--- config.mk ---
export PLATFORM = sky130hd
export DESIGN_NAME = i2c_xfer_seq_flat
export DESIGN_NICKNAME = d
export VERILOG_FILES = /design/src/rtl/i2c_xfer_seq_if.sv /design/src/rtl/i2c_xfer_seq.sv /design/src/flat_wrapper.sv
export SDC_FILE = /design/constraint.sdc
export NUM_CORES = 1
export LEC_CHECK = 0
export ABC_CLOCK_PERIOD_IN_PS = 2800
export BUFFER_PORTS_ARGS = -buffer_cell sky130_fd_sc_hd__buf_2
export CAP_MARGIN = 5
export CELL_PAD_IN_SITES_DETAIL_PLACEMENT = 1
export CELL_PAD_IN_SITES_GLOBAL_PLACEMENT = 2
export CORE_MARGIN = 5
export CORE_UTILIZATION = 40
export DETAILED_ROUTE_END_ITERATION = 16
export MAX_ROUTING_LAYER = met4
export PLACE_DENSITY = 0.86
export SLEW_MARGIN = 20
export SYNTH_ARGS = -nofsm -noshare
export SYNTH_HDL_FRONTEND = slang
export SYNTH_SLANG_ARGS = --single-unit
--- constraint.sdc ---
create_clock -name clk -period 2.8 [get_ports clk]
set_input_delay 0.42 -clock clk [delete_from_list [all_inputs] [get_ports clk]]
set_output_delay 0.42 -clock clk [all_outputs]
set_load 0.01 [all_outputs]
--- src/rtl/i2c_xfer_seq_if.sv ---
`default_nettype none
// +----------------------------------------------------------------------+
// | i2c_xfer_seq_if                                                      |
// | Host request/data streams and i2c_master register bus for the        |
// | transaction sequencer.                                               |
// | Revision: 1.0                                                        |
// +----------------------------------------------------------------------+
interface i2c_xfer_seq_if;
    logic       req_valid;
    logic       req_ready;
    logic [6:0] req_sla;
    logic       req_rd;
    logic [3:0] req_len;
    logic [7:0] wr_data;
    logic       wr_valid;
    logic       wr_ready;
    logic [7:0] rd_data;
    logic       rd_valid;
    logic       rd_ready;
    logic       done;
    logic [1:0] err;
    logic [7:0] i2ccr;
    logic [7:0] i2cdr;
    logic       txrx_done;
    logic [7:0] i2csr;
    logic [7:0] i2crxdr;

    // slave: the sequencer itself; master: host logic plus i2c_master side
    modport slave (
        input  req_valid, req_sla, req_rd, req_len, wr_data, wr_valid, rd_ready, i2csr, i2crxdr,
        output req_ready, wr_ready, rd_data, rd_valid, done, err, i2ccr, i2cdr, txrx_done
    );
    modport master (
        output req_valid, req_sla, req_rd, req_len, wr_data, wr_valid, rd_ready, i2csr, i2crxdr,
        input  req_ready, wr_ready, rd_data, rd_valid, done, err, i2ccr, i2cdr, txrx_done
    );
endinterface
`default_nettype wire

--- src/rtl/i2c_xfer_seq.sv ---
`default_nettype none
// +----------------------------------------------------------------------+
// | i2c_xfer_seq                                                         |
// | Sequences one I2C transaction over the i2c_master register bus,      |
// | with a write byte stream in and a FIFO-buffered read stream out.     |
// | Revision: 1.0                                                        |
// +----------------------------------------------------------------------+
module i2c_xfer_seq #(
    parameter int FIFO_DEPTH = 8,
    parameter int TIMEOUT    = 65535
) (
    input  wire logic     clk,
    input  wire logic     rst_n,
    i2c_xfer_seq_if.slave bus
);
    localparam int          AW          = $clog2(FIFO_DEPTH);
    localparam logic [15:0] c_tmo_limit = 16'(TIMEOUT);
    localparam logic [7:0]  c_cr_idle   = 8'h80;
    localparam logic [7:0]  c_cr_wr     = 8'hB0;
    localparam logic [7:0]  c_cr_rd     = 8'hA0;
    localparam logic [7:0]  c_cr_rd_nak = 8'hA8;

    typedef enum logic [3:0] {
        S_IDLE, S_ADDR, S_WAIT_ADDR, S_WR_LOAD, S_WR_GO,
        S_WR_WAIT, S_RD_SETUP, S_RD_WAIT, S_RD_PUSH, S_STOP
    } state_t;

    state_t      r_state, w_state_nxt;
    logic [2:0]  r_sr_meta, r_sr_sync;   // {MCF, MAL, RXAK}
    logic        r_mcf_prev;
    logic        r_rd,   w_rd;
    logic [3:0]  r_cnt,  w_cnt;
    logic [7:0]  r_ccr,  w_ccr;
    logic [7:0]  r_dr,   w_dr;
    logic        r_txrx, w_txrx;
    logic        r_done, w_done;
    logic [1:0]  r_err,  w_err;
    logic [7:0]  r_rxb,  w_rxb;
    logic [15:0] r_tmo;
    logic        w_push, w_pop, w_stop;
    logic [1:0]  w_stop_err;
    logic        w_evt, w_mal, w_rxak, w_in_wait, w_tmo_hit;
    logic [7:0]  r_mem [FIFO_DEPTH];
    logic [AW:0] r_wp, r_rp;
    logic        w_full, w_empty;

    assign w_evt     = r_sr_sync[2] & ~r_mcf_prev;
    assign w_mal     = r_sr_sync[1];
    assign w_rxak    = r_sr_sync[0];
    assign w_in_wait = (r_state == S_WAIT_ADDR) || (r_state == S_WR_WAIT) || (r_state == S_RD_WAIT);
    assign w_tmo_hit = (r_tmo == c_tmo_limit);

    assign w_empty = (r_wp == r_rp);
    assign w_full  = (r_wp[AW] != r_rp[AW]) && (r_wp[AW-1:0] == r_rp[AW-1:0]);
    assign w_pop   = !w_empty && bus.rd_ready;

    always_comb begin
        w_state_nxt = r_state;
        w_rd        = r_rd;
        w_cnt       = r_cnt;
        w_ccr       = r_ccr;
        w_dr        = r_dr;
        w_txrx      = 1'b0;
        w_done      = 1'b0;
        w_err       = r_err;
        w_rxb       = r_rxb;
        w_push      = 1'b0;
        w_stop      = 1'b0;
        w_stop_err  = 2'd0;
        case (r_state)
            S_IDLE: begin
                w_ccr = c_cr_idle;
                if (bus.req_valid) begin
                    w_rd        = bus.req_rd;
                    w_cnt       = bus.req_len;
                    w_dr        = {bus.req_sla, bus.req_rd};
                    w_ccr       = c_cr_wr;
                    w_state_nxt = S_ADDR;
                end
            end
            S_ADDR: begin
                w_txrx      = 1'b1;
                w_state_nxt = S_WAIT_ADDR;
            end
            S_WAIT_ADDR: begin
                if (w_evt) begin
                    if (w_mal)              begin w_stop = 1'b1; w_stop_err = 2'd2; end
                    else if (w_rxak)        begin w_stop = 1'b1; w_stop_err = 2'd1; end
                    else if (r_cnt == 4'd0) begin w_stop = 1'b1; w_stop_err = 2'd0; end
                    else if (r_rd) begin
                        w_ccr       = (r_cnt == 4'd1) ? c_cr_rd_nak : c_cr_rd;
                        w_state_nxt = S_RD_SETUP;
                    end else begin
                        w_state_nxt = S_WR_LOAD;
                    end
                end else if (w_tmo_hit) begin
                    w_stop = 1'b1; w_stop_err = 2'd3;
                end
            end
            S_WR_LOAD: begin
                if (bus.wr_valid) begin
                    w_dr        = bus.wr_data;
                    w_cnt       = r_cnt - 4'd1;
                    w_state_nxt = S_WR_GO;
                end
            end
            S_WR_GO: begin
                w_txrx      = 1'b1;
                w_state_nxt = S_WR_WAIT;
            end
            S_WR_WAIT: begin
                if (w_evt) begin
                    if (w_mal)              begin w_stop = 1'b1; w_stop_err = 2'd2; end
                    else if (w_rxak)        begin w_stop = 1'b1; w_stop_err = 2'd1; end
                    else if (r_cnt == 4'd0) begin w_stop = 1'b1; w_stop_err = 2'd0; end
                    else                    w_state_nxt = S_WR_LOAD;
                end else if (w_tmo_hit) begin
                    w_stop = 1'b1; w_stop_err = 2'd3;
                end
            end
            S_RD_SETUP: begin
                w_txrx      = 1'b1;
                w_state_nxt = S_RD_WAIT;
            end
            S_RD_WAIT: begin
                if (w_evt) begin
                    if (w_mal) begin
                        w_stop = 1'b1; w_stop_err = 2'd2;
                    end else begin
                        w_rxb       = bus.i2crxdr;
                        w_state_nxt = S_RD_PUSH;
                    end
                end else if (w_tmo_hit) begin
                    w_stop = 1'b1; w_stop_err = 2'd3;
                end
            end
            S_RD_PUSH: begin
                // Stalling here leaves MCF set, so the master stretches SCL
                if (!w_full) begin
                    w_push = 1'b1;
                    w_cnt  = r_cnt - 4'd1;
                    if (r_cnt == 4'd1) begin
                        w_stop = 1'b1; w_stop_err = 2'd0;
                    end else begin
                        w_ccr       = (r_cnt == 4'd2) ? c_cr_rd_nak : c_cr_rd;
                        w_state_nxt = S_RD_SETUP;
                    end
                end
            end
            S_STOP: begin
                w_txrx      = 1'b1;
                w_done      = 1'b1;
                w_state_nxt = S_IDLE;
            end
            default: w_state_nxt = S_IDLE;
        endcase
        if (w_stop) begin
            w_state_nxt = S_STOP;
            w_ccr       = c_cr_idle;
            w_err       = w_stop_err;
        end
    end

    always_ff @(posedge clk or negedge rst_n) begin
        if (!rst_n) begin
            r_state    <= S_IDLE;
            r_sr_meta  <= 3'b000;
            r_sr_sync  <= 3'b000;
            r_mcf_prev <= 1'b0;
            r_rd       <= 1'b0;
            r_cnt      <= 4'd0;
            r_ccr      <= 8'h00;
            r_dr       <= 8'hFF;
            r_txrx     <= 1'b0;
            r_done     <= 1'b0;
            r_err      <= 2'd0;
            r_rxb      <= 8'h00;
            r_tmo      <= 16'd0;
            r_wp       <= '0;
            r_rp       <= '0;
        end else begin
            r_state    <= w_state_nxt;
            r_sr_meta  <= {bus.i2csr[7], bus.i2csr[4], bus.i2csr[0]};
            r_sr_sync  <= r_sr_meta;
            r_mcf_prev <= r_sr_sync[2];
            r_rd       <= w_rd;
            r_cnt      <= w_cnt;
            r_ccr      <= w_ccr;
            r_dr       <= w_dr;
            r_txrx     <= w_txrx;
            r_done     <= w_done;
            r_err      <= w_err;
            r_rxb      <= w_rxb;
            r_tmo      <= w_in_wait ? r_tmo + 16'd1 : 16'd0;
            if (w_push) r_wp <= r_wp + 1'b1;
            if (w_pop)  r_rp <= r_rp + 1'b1;
        end
    end

    always_ff @(posedge clk) begin
        if (w_push) r_mem[r_wp[AW-1:0]] <= r_rxb;
    end

    assign bus.req_ready = (r_state == S_IDLE);
    assign bus.wr_ready  = (r_state == S_WR_LOAD);
    assign bus.rd_valid  = !w_empty;
    assign bus.rd_data   = w_empty ? 8'h00 : r_mem[r_rp[AW-1:0]];
    assign bus.done      = r_done;
    assign bus.err       = r_err;
    assign bus.i2ccr     = r_ccr;
    assign bus.i2cdr     = r_dr;
    assign bus.txrx_done = r_txrx;
endmodule
`default_nettype wire

--- src/flat_wrapper.sv ---
// flat-port wrapper written by rule: the top's interface ports become plain ports
module i2c_xfer_seq_flat 
#(
    parameter int FIFO_DEPTH = 8,
    parameter int TIMEOUT    = 65535
)
  (clk, rst_n, bus_req_valid, bus_req_sla, bus_req_rd, bus_req_len, bus_wr_data, bus_wr_valid, bus_rd_ready, bus_i2csr, bus_i2crxdr, bus_req_ready, bus_wr_ready, bus_rd_data, bus_rd_valid, bus_done, bus_err, bus_i2ccr, bus_i2cdr, bus_txrx_done);
  i2c_xfer_seq_if bus_i ();
  input  wire logic clk;
  input  wire logic rst_n;
  input wire logic [$bits(bus_i.req_valid)-1:0] bus_req_valid;
  input wire logic [$bits(bus_i.req_sla)-1:0] bus_req_sla;
  input wire logic [$bits(bus_i.req_rd)-1:0] bus_req_rd;
  input wire logic [$bits(bus_i.req_len)-1:0] bus_req_len;
  input wire logic [$bits(bus_i.wr_data)-1:0] bus_wr_data;
  input wire logic [$bits(bus_i.wr_valid)-1:0] bus_wr_valid;
  input wire logic [$bits(bus_i.rd_ready)-1:0] bus_rd_ready;
  input wire logic [$bits(bus_i.i2csr)-1:0] bus_i2csr;
  input wire logic [$bits(bus_i.i2crxdr)-1:0] bus_i2crxdr;
  output wire logic [$bits(bus_i.req_ready)-1:0] bus_req_ready;
  output wire logic [$bits(bus_i.wr_ready)-1:0] bus_wr_ready;
  output wire logic [$bits(bus_i.rd_data)-1:0] bus_rd_data;
  output wire logic [$bits(bus_i.rd_valid)-1:0] bus_rd_valid;
  output wire logic [$bits(bus_i.done)-1:0] bus_done;
  output wire logic [$bits(bus_i.err)-1:0] bus_err;
  output wire logic [$bits(bus_i.i2ccr)-1:0] bus_i2ccr;
  output wire logic [$bits(bus_i.i2cdr)-1:0] bus_i2cdr;
  output wire logic [$bits(bus_i.txrx_done)-1:0] bus_txrx_done;
  assign bus_i.req_valid = bus_req_valid;
  assign bus_i.req_sla = bus_req_sla;
  assign bus_i.req_rd = bus_req_rd;
  assign bus_i.req_len = bus_req_len;
  assign bus_i.wr_data = bus_wr_data;
  assign bus_i.wr_valid = bus_wr_valid;
  assign bus_i.rd_ready = bus_rd_ready;
  assign bus_i.i2csr = bus_i2csr;
  assign bus_i.i2crxdr = bus_i2crxdr;
  assign bus_req_ready = bus_i.req_ready;
  assign bus_wr_ready = bus_i.wr_ready;
  assign bus_rd_data = bus_i.rd_data;
  assign bus_rd_valid = bus_i.rd_valid;
  assign bus_done = bus_i.done;
  assign bus_err = bus_i.err;
  assign bus_i2ccr = bus_i.i2ccr;
  assign bus_i2cdr = bus_i.i2cdr;
  assign bus_txrx_done = bus_i.txrx_done;
  i2c_xfer_seq #(.FIFO_DEPTH(FIFO_DEPTH), .TIMEOUT(TIMEOUT)) u_core (.clk(clk), .rst_n(rst_n), .bus(bus_i));
endmodule
==> metrics.log <==
INFO  metric status = complete, no violations
INFO  metric grt_antenna_before_repair = 0
INFO  metric peakVddDrop = 0.429 mV
INFO  metric postRouteAntennaNets = 0
INFO  metric sum_of_routed_wire_length_over_all_layers = around 13 mm
INFO  metric met1_length = roughly 5.4 mm
INFO  metric power.density = around 1100 nW/um^2
INFO  metric gr-usage-all-layers = 0.178
INFO  metric worst_clock_skew = 0.00799 ns
INFO  metric yosys.cell_types.count = 56
INFO  metric min_to = u_core.r_sr_meta[2]
INFO  metric cp-start-kind = flip-flop
INFO  metric grt_overflow_total = 0
INFO  metric postLayoutCellArea = 6890 um^2
INFO  metric total_leakage_power = 2.79 nW
INFO  metric worstPathArrival = approximately 2.2 ns
INFO  metric maximum_fanout_count_along_the_critical_path = 19
INFO  metric grt_setup_unrepaired = false
INFO  metric min-delay-path-class = in2reg
INFO  metric final_ws_setup = 0.202 ns
INFO  metric area_delta_synth_final = 20.9%
INFO  metric cts-root-buf = clkbuf_16
INFO  metric detailroute.via_count = 3700
INFO  metric cts.repair_timing.setup_buffer_count = 0
INFO  metric synthFlopType = edfxtp_1
INFO  metric cts-buffers-inserted = 17
INFO  metric initial_core_util = 0.409
INFO  metric dp.cells = 672
INFO  metric clock_latency = ~0.42 ns
INFO  metric num_antenna_cells = 0
INFO  metric synth_async_sr_flop_share = 0.500
INFO  metric final_layout_size_suffix_gt1_frac = 0.294
INFO  metric final_min_period_over_clock_period = 0.928
INFO  metric number_of_enable_flip_flop_cells_after_synthesis = 64
INFO  metric synth.largest_area_cell = edfxtp_1
INFO  metric regToRegStartpoint = u_core.r_state[0]
INFO  metric setup.reg_to_reg.worst_slack = 0.45 ns
INFO  metric met2WireLength = 7.10 mm
INFO  metric reg2regPathDepth = 5
INFO  metric achievable-frequency = a little under 0.4 GHz
INFO  metric worst_setup_path_end_kind = primary output
INFO  metric cp_cell_sequence = buf_4 > mux4_1 > mux2i_1 > nor2_1 > buf_2
INFO  metric final.setup.tns = 0 ns
INFO  metric maxCapViolations = 0
INFO  metric fin_total_pwr = 7.27 mW
INFO  metric seq_area_frac_synth = 0.620
INFO  metric die_area = 16700 um^2
INFO  metric synth.avg_cell_area = between 10 and 15 um^2
INFO  metric measured_slew_at_the_worst_slew_check_pin = 0.659 ns
INFO  metric path_class = reg2out
INFO  metric postPlaceCellArea = approximately 6300 um^2
INFO  metric critical_path_required = approximately 2.4 ns
INFO  metric route.detailed.drc = 0
INFO  metric layout.nets = 560
INFO  metric grt_pass1_wl = 21.9 mm
INFO  metric top_routing_layer_used = met4
INFO  metric buffers_and_inverters_on_the_worst_path = 2
INFO  metric coreArea = 13900 um^2
INFO  metric number_of_global_route_vias_before_repair = 4073
INFO  metric wl_met3 = 532 um
INFO  metric cts_sinks = 128
INFO  metric largest_buffer_count_on_any_clock_path = 2
INFO  metric syn-instance-count = 429
INFO  metric synth_top_area_frac = 0.337
INFO  metric clk_pin_slew_worst_paths = 0.06 ns
INFO  metric avgRoutedWirePerCell = 18.8 um
INFO  metric chipHeight = 129 um
INFO  metric ys_ff_latch = approximately 130
INFO  metric drt-initial-drc-count = 160
INFO  metric worstReg2RegEnd = u_core.r_mem[2][6]
INFO  metric fin_crit = 2.60 ns
INFO  metric vias_per_cell = 5.26
INFO  metric hold-path-cell-count = 1
INFO  metric std_cell_rows = 43
INFO  metric critical_path.max_stage_delay = 0.59 ns
INFO  metric hpwlAfterDp = 8.97 mm
INFO  metric detail_route.first_pass.iterations = 6
INFO  metric grt_start_max_net_pins = 25
INFO  metric tritoncts = built
INFO  metric timing.hold.worst.start = bus_i2csr[7]
INFO  metric slew_violations = 0
INFO  metric critical-path-slowest-cell = mux4_1
INFO  metric headroom_to_the_max_slew_limit = 0.556
INFO  metric synth_top_cells_by_area = edfxtp_1, dfrtp_1, mux4_2
INFO  metric synth-warning-count = 0
INFO  metric finish.cell_count_without_fillers = 704
INFO  metric io_pins = 72
INFO  metric die_x = 129 um
INFO  metric post-place-ws = between 0.4 and 0.5 ns
INFO  metric gp_routability_congestion = around 0.80
INFO  metric synth.cell_area = 5700 um^2
INFO  metric setup_viol_count_final = 0
INFO  metric cts.htree.levels = 4
INFO  metric crit_family = multiplexers
INFO  metric hold_viol_final = 0
INFO  metric port_buf_inserts = 62
-- registers in the layout (all words and copies together), names as in the netlist --
| name | flops |
|---|---|
| u_core.bus.err | 2 |
| u_core.r_sr_meta | 3 |
| u_core.r_rp | 4 |
| u_core.bus.i2cdr | 8 |
| u_core.bus.i2ccr | 4 |
| u_core.r_cnt | 4 |
| u_core.r_mem | 64 |
| u_core.r_wp | 4 |
| u_core.r_mcf_prev | 1 |
| u_core.bus.done | 1 |
| u_core.r_state | 4 |
| u_core.r_tmo | 16 |
| u_core.bus.txrx_done | 1 |
| u_core.r_rd | 1 |
| u_core.r_sr_sync | 3 |
| u_core.r_rxb | 8 |
-- worst max path at each step --
| stage | end | slack, ns | startpoint | cells after the start |
|---|---|---|---|---|
| 2_1_floorplan | u_core.r_mem[0][0] | 0.32 | u_core.r_state[1] | 4 |
| 3_3_place_gp | u_core.r_mem[0][7] | 0.58 | u_core.r_state[0] | 5 |
| 3_5_place_dp | u_core.r_mem[1][7] | 0.46 | u_core.r_state[0] | 5 |
| 4_1_cts | bus_rd_data[1] | 0.14 | u_core.r_rp[0] | 5 |
| 5_1_grt | bus_rd_data[1] | 0.04 | u_core.r_rp[0] | 5 |
| 6_report | bus_rd_data[1] | 0.20 | u_core.r_rp[0] | 5 |
-- per-layer routing --
layer,vias up,global-route usage
li1,1731,-
met1,1875,0.211
met2,82,0.300
met3,12,0.0449
met4,0,0.0556
met5,-,-
-- cells in the mapped netlist (all sizes together) (2+ instances only) --
master / instances
edfxtp: 64
dfrtp: 56
nor2: 42
nand2: 34
o21ai: 22
mux2i: 17
mux4: 16
buf: 15
xor2: 14
a21oi: 11
xnor2: 11
inv: 10
mux2: 10
nand3: 9
clkbuf: 8
dfstp: 8
nand4: 8
nor3: 8
ha: 7
and3: 6
nand2b: 6
a21o: 4
and4: 4
or3: 4
nand3b: 3
nor4: 3
a21boi: 2
a22o: 2
a311oi: 2
nor2b: 2
nor3b: 2
nor4bb: 2
o211ai: 2
o31ai: 2
or3b: 2
or4: 2
-- placed cells by master, fill, tap and decap left out, drive strengths merged, types with 10 or more instances in the layout --
master	instances
buf	83
edfxtp	64
dfrtp	56
nor2	42
nand2	34
o21ai	22
mux2i	17
clkbuf	17
mux4	16
inv	15
xor2	14
a21oi	11
xnor2	11
mux2	10
-- layout make-up --
type	count	area, um^2
well taps	180	225
fillers	1440	7050
clock inverters	14	156
clock buffers	17	425
multi-input cells	271	2030
repair buffers	84	478
inverters	10	37.5
flip-flops and latches	128	3530
-- where the power goes --
part	switching, mW	total (mW)	leakage (nW)	internal, mW
registers	0.372	2.82	1.38	2.45
logic	1.25	2.28	1.12	1.03
clock network	0.853	2.17	0.285	1.32
-- through the flow --
step / hold WS, ns / util
after detailed placement: 0.337 / 0.452
after global placement: 0.333 / 0.452
after CTS: 0.0840 / 0.494
after floorplan: 0.124 / -
final: 0.111 / 0.494
after global routing: 0.0920 / 0.494
-- cell families after synthesis --
group	synth area share
AOI/OAI and AO/OA	0.0560
xor gates and xnor gates	0.0384
adders and majority gates	0.0154
buffers and inverters	0.0275
DFF	0.620
muxes	0.114
other	0.000658
and+or+nand+nor	0.128
-- what timing repair did --
action | in CTS | in global routing
hold buffers | 1 | 0
hold endpoints to repair | 14 | 0
gates resized for setup | 0 | 0
(Power assumes the default switching activity.)
